<file path="config.mk">
export PLATFORM = sky130hd
export DESIGN_NAME = mem_arbiter
export DESIGN_NICKNAME = d
export VERILOG_FILES = /design/src/rtl/mem_arbiter_pkg.sv /design/src/rtl/mem_arbiter_wr.sv /design/src/rtl/mem_arbiter.sv
export SDC_FILE = /design/constraint.sdc
export NUM_CORES = 1
export LEC_CHECK = 0
export BUFFER_PORTS_ARGS = -buffer_cell sky130_fd_sc_hd__clkbuf_2
export CORE_AREA = 2 2 155 157
export DETAILED_ROUTE_END_ITERATION = 7
export DIE_AREA = 0 0 157 159
export PLACE_DENSITY_LB_ADDON = 0.1
export SYNTH_ARGS = -nofsm -noshare
export SYNTH_HDL_FRONTEND = slang
export SYNTH_HIERARCHICAL = 1
export SYNTH_SLANG_ARGS = --single-unit
</file>
<file path="constraint.sdc">
create_clock -name clk -period 2 [get_ports clk]
set_input_delay 0.1 -clock clk [delete_from_list [all_inputs] [get_ports clk]]
set_output_delay 0.1 -clock clk [all_outputs]
set_load 0.05 [all_outputs]
</file>
<file path="src/rtl/mem_arbiter_pkg.sv">
// Shared types and constants for the memory arbiter: FSM state encodings and
// fixed AXI transfer parameters.
package mem_arbiter_pkg;

    typedef enum logic [1:0] {R_IDLE, R_AR, R_DATA} rd_state_t;
    typedef enum logic [1:0] {W_IDLE, W_AW, W_DATA, W_RESP} wr_state_t;

    localparam logic [2:0] AXI_SIZE_WORD = 3'b010;
    localparam logic [3:0] LINE_LEN      = 4'd3;

endpackage

</file>
<file path="src/rtl/mem_arbiter_wr.sv">
// Write path of the memory arbiter: single outstanding AXI write with AW, W
// burst and B response phases.
module mem_arbiter_wr
    import mem_arbiter_pkg::*;
#(
    parameter logic [3:0] DATA_ID = 4'd1
) (
    input  logic        clk,
    input  logic        rst,
    input  logic        data_wr_req,
    input  logic [31:0] data_waddr,
    input  logic [3:0]  data_awlen,
    input  logic [2:0]  data_awsize,
    input  logic [3:0]  data_wstrb,
    input  logic [31:0] data_wdata,
    output logic        data_wready,
    output logic        data_wlast,
    output logic        data_bvalid,
    output logic        wr_idle,
    output logic [3:0]  awid,
    output logic [31:0] awaddr,
    output logic [3:0]  awlen,
    output logic [2:0]  awsize,
    output logic        awvalid,
    input  logic        awready,
    output logic [31:0] wdata,
    output logic [3:0]  wstrb,
    output logic        wlast,
    output logic        wvalid,
    input  logic        wready,
    input  logic        bvalid,
    output logic        bready
);

    wr_state_t  state, state_nxt;
    logic [3:0] beat_cnt;
    logic       beat_last;

    assign beat_last = (beat_cnt == awlen);
    assign wr_idle   = (state == W_IDLE);

    always_ff @(posedge clk or negedge rst) begin
        if (!rst) begin
            state    <= W_IDLE;
            beat_cnt <= '0;
            awid     <= '0;
            awaddr   <= '0;
            awlen    <= '0;
            awsize   <= '0;
        end else begin
            state <= state_nxt;
            if (state == W_IDLE && data_wr_req) begin
                awid   <= DATA_ID;
                awaddr <= data_waddr;
                awlen  <= data_awlen;
                awsize <= data_awsize;
            end
            // counter wraps to zero on the last beat so the next burst starts clean
            if (state == W_DATA && wready)
                beat_cnt <= beat_last ? '0 : beat_cnt + 4'd1;
        end
    end

    always_comb begin
        state_nxt   = state;
        awvalid     = 1'b0;
        wvalid      = 1'b0;
        wlast       = 1'b0;
        wdata       = '0;
        wstrb       = '0;
        bready      = 1'b0;
        data_wready = 1'b0;
        data_wlast  = 1'b0;
        data_bvalid = 1'b0;
        case (state)
            W_IDLE: if (data_wr_req) state_nxt = W_AW;
            W_AW: begin
                awvalid = 1'b1;
                if (awready) state_nxt = W_DATA;
            end
            W_DATA: begin
                wvalid      = 1'b1;
                wdata       = data_wdata;
                wstrb       = data_wstrb;
                data_wready = wready;
                wlast       = beat_last;
                data_wlast  = beat_last;
                if (wready && beat_last) state_nxt = W_RESP;
            end
            W_RESP: begin
                bready      = 1'b1;
                data_bvalid = bvalid;
                if (bvalid) state_nxt = W_IDLE;
            end
            default: state_nxt = W_IDLE;
        endcase
    end

endmodule

</file>
<file path="src/rtl/mem_arbiter.sv">
// Arbitrates instruction and data read requests onto one AXI read channel and
// forwards data writes through the write sub-module.
module mem_arbiter
    import mem_arbiter_pkg::*;
#(
    parameter logic [3:0] INST_ID = 4'd0,
    parameter logic [3:0] DATA_ID = 4'd1
) (
    input  logic        clk,
    input  logic        rst,
    input  logic        inst_rd_req,
    input  logic [31:0] inst_addr,
    input  logic [3:0]  inst_arlen,
    output logic        inst_rvalid,
    output logic        inst_rlast,
    output logic [31:0] inst_rdata,
    input  logic        data_rd_req,
    input  logic [31:0] data_raddr,
    input  logic [3:0]  data_arlen,
    input  logic [2:0]  data_arsize,
    output logic        data_rvalid,
    output logic        data_rlast,
    output logic [31:0] data_rdata,
    input  logic        data_wr_req,
    input  logic [31:0] data_waddr,
    input  logic [3:0]  data_awlen,
    input  logic [2:0]  data_awsize,
    input  logic [3:0]  data_wstrb,
    input  logic [31:0] data_wdata,
    output logic        data_wready,
    output logic        data_wlast,
    output logic        data_bvalid,
    output logic [3:0]  arid,
    output logic [31:0] araddr,
    output logic [3:0]  arlen,
    output logic [2:0]  arsize,
    output logic        arvalid,
    input  logic        arready,
    input  logic [3:0]  rid,
    input  logic [31:0] rdata,
    input  logic        rlast,
    input  logic        rvalid,
    output logic        rready,
    output logic [3:0]  awid,
    output logic [31:0] awaddr,
    output logic [3:0]  awlen,
    output logic [2:0]  awsize,
    output logic        awvalid,
    input  logic        awready,
    output logic [31:0] wdata,
    output logic [3:0]  wstrb,
    output logic        wlast,
    output logic        wvalid,
    input  logic        wready,
    input  logic        bvalid,
    output logic        bready
);

    rd_state_t rd_state, rd_state_nxt;
    logic      gnt_data;
    logic      last_data;
    logic      wr_idle;
    logic      data_elig;
    logic      pick_data;
    logic      grant;
    logic      beat_hit;

    // data reads wait behind any pending or active write to keep RAW ordering
    assign data_elig = data_rd_req && wr_idle && !data_wr_req;
    assign pick_data = data_elig && (!inst_rd_req || !last_data);
    assign grant     = (rd_state == R_IDLE) && (inst_rd_req || data_elig);
    assign beat_hit  = rvalid && (rid == arid);

    always_ff @(posedge clk or negedge rst) begin
        if (!rst) begin
            rd_state  <= R_IDLE;
            gnt_data  <= 1'b0;
            last_data <= 1'b0;
            arid      <= '0;
            araddr    <= '0;
            arlen     <= '0;
            arsize    <= '0;
        end else begin
            rd_state <= rd_state_nxt;
            if (grant) begin
                gnt_data  <= pick_data;
                last_data <= pick_data;
                arid      <= pick_data ? DATA_ID     : INST_ID;
                araddr    <= pick_data ? data_raddr  : inst_addr;
                arlen     <= pick_data ? data_arlen  : inst_arlen;
                arsize    <= pick_data ? data_arsize : AXI_SIZE_WORD;
            end
        end
    end

    always_comb begin
        rd_state_nxt = rd_state;
        arvalid      = 1'b0;
        rready       = 1'b0;
        inst_rvalid  = 1'b0;
        inst_rlast   = 1'b0;
        inst_rdata   = '0;
        data_rvalid  = 1'b0;
        data_rlast   = 1'b0;
        data_rdata   = '0;
        case (rd_state)
            R_IDLE: if (grant) rd_state_nxt = R_AR;
            R_AR: begin
                arvalid = 1'b1;
                if (arready) rd_state_nxt = R_DATA;
            end
            R_DATA: begin
                rready = 1'b1;
                if (beat_hit) begin
                    if (gnt_data) begin
                        data_rvalid = 1'b1;
                        data_rlast  = rlast;
                        data_rdata  = rdata;
                    end else begin
                        inst_rvalid = 1'b1;
                        inst_rlast  = rlast;
                        inst_rdata  = rdata;
                    end
                    if (rlast) rd_state_nxt = R_IDLE;
                end
            end
            default: rd_state_nxt = R_IDLE;
        endcase
    end

    mem_arbiter_wr #(
        .DATA_ID(DATA_ID)
    ) u_wr (
        .clk         (clk),
        .rst         (rst),
        .data_wr_req (data_wr_req),
        .data_waddr  (data_waddr),
        .data_awlen  (data_awlen),
        .data_awsize (data_awsize),
        .data_wstrb  (data_wstrb),
        .data_wdata  (data_wdata),
        .data_wready (data_wready),
        .data_wlast  (data_wlast),
        .data_bvalid (data_bvalid),
        .wr_idle     (wr_idle),
        .awid        (awid),
        .awaddr      (awaddr),
        .awlen       (awlen),
        .awsize      (awsize),
        .awvalid     (awvalid),
        .awready     (awready),
        .wdata       (wdata),
        .wstrb       (wstrb),
        .wlast       (wlast),
        .wvalid      (wvalid),
        .wready      (wready),
        .bvalid      (bvalid),
        .bready      (bready)
    );

endmodule

</file>
==> results_dict.tcl, run 1 <==
set metrics [dict create \
    track_usage_pct 13.5 \
    postSynth.asyncResetShare_pct 100 \
    fin_ws_ps 103 \
    wire_per_inst_um 14.5 \
    dp_hpwl_mm 13.8 \
    skew_ps 14.4 \
    areaGrowthSynthToFinish_pct 77.0 \
    ir_worst_vdd_mv 0.847 \
    synthFlopType "dfrtp_1" \
    clockRootBuffer "clkbuf_16" \
    netlist_instances 442 \
    dr.first_iter.drc_count 147 \
    grt_pass1_vias 4787 \
    cap_violations 0 \
    dpl.cell_count 1136 \
    syn_area_per_cell_um2 10.6 \
    power_uw 12500 \
    worst_ep_arrival_time_ps 1800 \
    cp_data_required_time_ps 1900 \
    setup_viol 0 \
    cts_tree "built" \
    fin_crit_sh_pct 94.9 \
    clock_sinks 88 \
    ys_warn_count 6 \
    antenna_left 0 \
    synth_seq_cells 88 \
    worstPathMaxFanout 11 \
    drv_slew 0 \
    fillers 2414 \
    p_leak_uw 0.00448 \
    fp.dieH_um 159 \
    outcome "finished clean" \
    instances_no_fill 1199 \
    final_nets 1076 \
    netlist_area_um2 4670 \
    drt_pre_antenna_iters 4 \
    layout-drive-gt1-share_pct 55.2 \
    startpoint_type "flip-flop" \
    insertion_delay_ps 350 \
    hold_class "input pin to flip-flop" \
    initial_utilization_pct 20.1 \
    grt_pass1_wl_mm 26.3 \
    power_density_nw_per_um2 1510 \
    hold_viol 0 \
    ys_types 39 \
    path_class "flip-flop to output port" \
    hold_slack_ps 27.8 \
    synth_edf_count 0 \
    fmax_mhz 527 \
    place_ws_ps 181 \
    io_pins 396 \
    grt_overflow 0 \
    cts_buffers 9 \
    end_kind "output port" \
    core_um2 23200 \
    gp_congestion 0.743 \
    num_vias 4681 \
    grt_antenna_before_repair 3 \
    htree_levels 3 \
    clockBufferDepth 2 \
    fp-row-count 56 \
    portBuffers 389 \
    rsz0062_at_grt "yes" \
    fp.dieW_um 157 \
    wl_mm 17.4 \
    cts.clk_slew.worst_paths_ps 80 \
    fin_crit_ps 1900 \
    setup_tns_ps 0 \
    vias_per_cell 3.90 \
    drc 0 \
    die_area_um2 25000 \
    grt_max_degree 89 \
    ys_seq_area_share_pct 47.2 \
]
==> critical path, cell delays in order, from the launching register on <==
cell      delay (ps)
dfrtp_1          380
and2b_2          250
nand2_2           90
nor2_4           210
buf_6            160
and2_2           140
clkbuf_4         220
==> worst paths after layout <==
kind                                    start               to  slack, ps  depth (start not counted)
worst max-delay path              rd_state[0]   data_rdata[24]        100                          6
worst min-delay path                   wready    u_wr/state[1]         30                          3
worst max register to register  u_wr/state[1]       araddr[24]        140                          7
worst min register to register   u_wr/awid[0]     u_wr/awid[0]        470                          1
max in group asynchronous                 rst      rd_state[1]       1250                          3
min in group asynchronous                 rst  u_wr/awaddr[12]        330                          3
==> where the power goes <==
group / switching, µW / internal, µW
registers: 531 / 2640
clock network: 821 / 1000
logic: 5440 / 2030
==> cell usage after synthesis, types with 2 or more instances <==
cell | count | area, µm²
conb_1 | 2 | 7.51
a21oi_1 | 2 | 10.0
xor2_1 | 4 | 35.0
buf_8 | 2 | 30.0
ha_1 | 5 | 62.6
clkbuf_1 | 8 | 30.0
buf_2 | 8 | 40.0
a22o_1 | 4 | 35.0
nor3_1 | 4 | 20.0
buf_6 | 4 | 45.0
clkbuf_2 | 2 | 10.0
o21ai_0 | 40 | 200
mux2i_1 | 36 | 360
nor2b_1 | 4 | 25.0
buf_4 | 10 | 75.1
nand3_1 | 3 | 15.0
inv_1 | 6 | 22.5
dfrtp_1 | 88 | 2200
a211oi_1 | 2 | 15.0
nor2_1 | 2 | 7.51
and2_1 | 104 | 651
nand2_1 | 45 | 169
nand2b_1 | 2 | 12.5
mux2_2 | 40 | 450
==> cell type report <==
class,count,area (µm²),area share (%)
antenna,1,2.50,0.0303
clock inverter,7,88.8,1.07
clock buffer,9,225,2.73
multi-input combinational,318,2280,27.6
timing repair buffer,451,3040,36.8
sequential,88,2200,26.7
tap,319,399,4.83
inverter,6,22.5,0.273
==> stage by stage <==
| step | area (µm²) | util (%) |
|---|---|---|
| after floorplan | 4700 | - |
| after global placement | 7330 | 31.6 |
| after detailed placement | 7330 | 31.6 |
| after CTS | 8160 | 35.2 |
| after global routing | 8260 | 35.6 |
| final | 8260 | 35.6 |
==> what timing repair did <==
action                                  in CTS  in global routing
pin swaps                                    0                  1
endpoints found under the hold margin      131                  0
gates resized for setup                     32                 52
hold buffers                                43                  0
buffers inserted                             0                  2
cloned                                       0                  1
endpoints found under the setup margin      31                 89
==> state kept, by name, indices dropped and copies added, names as in the netlist <==
| register | count |
|---|---|
| araddr | 32 |
| arlen | 4 |
| arsize | 3 |
| gnt_data | 1 |
| rd_state | 2 |
| u_wr/awaddr | 32 |
| u_wr/awid | 1 |
| u_wr/awlen | 4 |
| u_wr/awsize | 3 |
| u_wr/beat_cnt | 4 |
| u_wr/state | 2 |
==> layer usage <==
layer  vias up  global-route usage, %  part of all wire, %
met3        15                   4.95                  9.2
met5         -                      0                0.069
met1      2113                   14.8                   38
met4         2                   2.88                  1.1
li1       2326                      -                    -
met2       225                   24.7                   52
==> cells by family (layout without fill, tap and decap cells) <==
logic type | count (synthesis) | in the layout | synth area share (%)
AOI/OAI and AO/OA | 53 | 53 | 6.35
xor gates and xnor gates | 5 | 5 | 0.938
adders and majority gates | 5 | 5 | 1.34
buffers and inverters | 40 | 473 | 5.41
DFF | 88 | 88 | 47.2
muxes | 76 | 76 | 17.4
other | 2 | 7 | 0.161
and+or+nand+nor | 173 | 173 | 21.3
==> cell usage in the layout (no fill, tap or decap), types with 9 or more instances in the layout <==
master,instances
and2_1,94
and2_2,10
buf_12,26
buf_4,18
clkbuf_16,9
clkbuf_2,319
clkbuf_4,41
dfrtp_1,87
dlygate4sd3_1,43
mux2_2,40
mux2i_1,36
nand2_1,43
o21ai_0,40
Power figures use the tool's default switching activity.
==> run 2, diff against run 1 <==
Settings changed: ABC_CLOCK_PERIOD_IN_PS set to 2000, PLACE_DENSITY set to 0.45, PLACE_DENSITY_LB_ADDON 0.1 to not set, TNS_END_PERCENT set to 30.
==> run 2 against run 1 <==
Compared with the run above:
- global-route usage up 0.97 points
- sequential cell count stayed put
- critical path depth is the same
- cell area rose by 3.8%
- combinational power about the same
- core utilization up 1.3 points
- routed wire length increased by 5.1%
- sequential power about the same
- via count increased by 0.56%
- clock skew shrank 3.8 ps
- first-iteration DRC count fell by 8.8%
- worst setup slack worse by 24 ps
- critical endpoint is now data_rdata[26]
- highest routed layer unchanged
==> results_dict.tcl, run 2 (synthesis results as in run 1) <==
set metrics [dict create \
    outcome "finished clean" \
    drc 0 \
    clockRootBuffer "clkbuf_16" \
    place_ws_ps 129 \
    cts_buffers 9 \
    ff_latch_area_um2 2200 \
    drt_pre_antenna_iters 4 \
    power_uw 12400 \
    final_cell_mix "clkbuf_2 (307), dfrtp_1 (87), and2_1 (84)" \
    layout-drive-gt1-share_pct 56.3 \
    track_usage_pct 14.5 \
    diodes 0 \
    fin_crit_sh_pct 96.1 \
    fp.dieH_um 159 \
    p_leak_uw 0.00459 \
    core_um2 23200 \
    portBuffers 389 \
    wire_per_inst_um 15.3 \
    hold_class "input pin to flip-flop" \
    initial_utilization_pct 20.1 \
    grt_pass1_wl_mm 27.8 \
    path_class "flip-flop to output port" \
    insertion_delay_ps 350 \
    skew_ps 10.6 \
    setup_viol 0 \
    fillers 2334 \
    io_pins 396 \
    reg2reg_depth 7 \
    fin_crit_ps 1920 \
    power_density_nw_per_um2 1450 \
    critPathLaunch "rd_state[0]" \
    dp_hpwl_mm 14.6 \
    instances_no_fill 1196 \
    multiInputGateArea_um2 2290 \
    layout_commonest_cell "clkbuf_2" \
    timing.critical_path.to "data_rdata[26]" \
    reg2reg_from "u_wr/state[0]" \
    areaGrowthSynthToFinish_pct 83.7 \
    fp-row-count 56 \
    vias_per_cell 3.94 \
    hold_slack_ps 13.9 \
    worst_ep_arrival_time_ps 1820 \
    grt_antenna_before_repair 1 \
    htree_levels 3 \
    antenna_left 0 \
    cts_tree "built" \
    worstHoldPathCells 2 \
    clock_sinks 88 \
    grt_pass1_vias 4909 \
    r2r_end "araddr[23]" \
    reg2reg_slack_ps 160 \
    wl_mm 18.3 \
    hold_viol 0 \
    cp_data_required_time_ps 1900 \
    worstPathMaxFanout 17 \
    num_vias 4707 \
    ir_worst_vdd_mv 0.910 \
    drv_slew 0 \
    final_nets 1074 \
    dr.first_iter.drc_count 134 \
    postLayoutCoreUtil_pct 37.0 \
    grt_max_degree 78 \
    startpoint_type "flip-flop" \
    top_regs "araddr (32), u_wr/awaddr (32)" \
    fin_ws_ps 78.7 \
    rsz0062_at_grt "yes" \
    gp_congestion 0.791 \
    clockBufferDepth 2 \
    fp.dieW_um 157 \
    grt_overflow 0 \
    end_kind "output port" \
    die_area_um2 25000 \
    cap_violations 0 \
    cts.clk_slew.worst_paths_ps 70 \
    dpl.cell_count 1133 \
    fmax_mhz 520 \
]
-- run 2: cell types whose count changed in the layout (fill, tap and decap cells not counted), sizes merged --
cell         previous run  this run
inv                    10         9
dlygate4sd3            43        42
buf                    48        95
clkbuf                369       321
diode                   1         0
bufbuf                  0         1
-- run 2: repair_timing --
action	in CTS	in global routing
setup endpoints to repair	69	81
hold buffers	42	0
hold endpoints to repair	73	0
buffers inserted	3	1
gates resized for setup	38	73
pin swaps	1	1
gates cloned	1	0
-- run 2: area by class of cell --
class                      count  area share (%)
multi-input combinational    318            26.7
clock buffer                  10            2.79
timing repair buffer         449            39.0
tap                          319            4.65
inverter                       6           0.263
sequential                    88            25.7
clock inverter                 6           0.846
-- run 2: worst max-delay path, cell delays in order, from the launching register on --
cell and delay, ps:
dfrtp_1 400, and2b_2 260, nand2_2 100, nor2_4 110
bufbuf_16 290, and2_2 190, buf_12 140
-- run 2: how the worst min path moves through the flow --
stage / start / end / slack [ps]
3_5_place_dp: rst / u_wr/awaddr[30] / 80
6_report: data_waddr[10] / u_wr/awaddr[10] / 10
5_1_grt: data_waddr[10] / u_wr/awaddr[10] / 4
3_3_place_gp: rst / u_wr/awaddr[30] / 90
2_1_floorplan: rst / araddr[0] / -200
4_1_cts: data_waddr[10] / u_wr/awaddr[10] / 1
-- run 2: through the flow --
stage | area, µm² | TNS [ps]
2_1_floorplan | 4700 | -17.8
3_3_place_gp | 7590 | 0
3_5_place_dp | 7590 | 0
4_1_cts | 8470 | 0
5_1_grt | 8580 | -207
6_report | 8580 | 0
-- run 2: report_power, final --
group / internal, µW / switching, µW / leakage, µW
combinational: 2020 / 5450 / 0.00337
clock: 1020 / 781 / 0.000155
sequential: 2640 / 527 / 0.00106
total: 5690 / 6760 / 0.00459
-- run 2: per-layer routing --
metal	global-route usage, %	vias to the layer above	part of all wire (%)
met1	15.7	2176	37
met4	3.04	2	0.93
li1	-	2318	-
met3	4.76	14	7.7
met5	0	-	0.071
met2	27.1	197	54
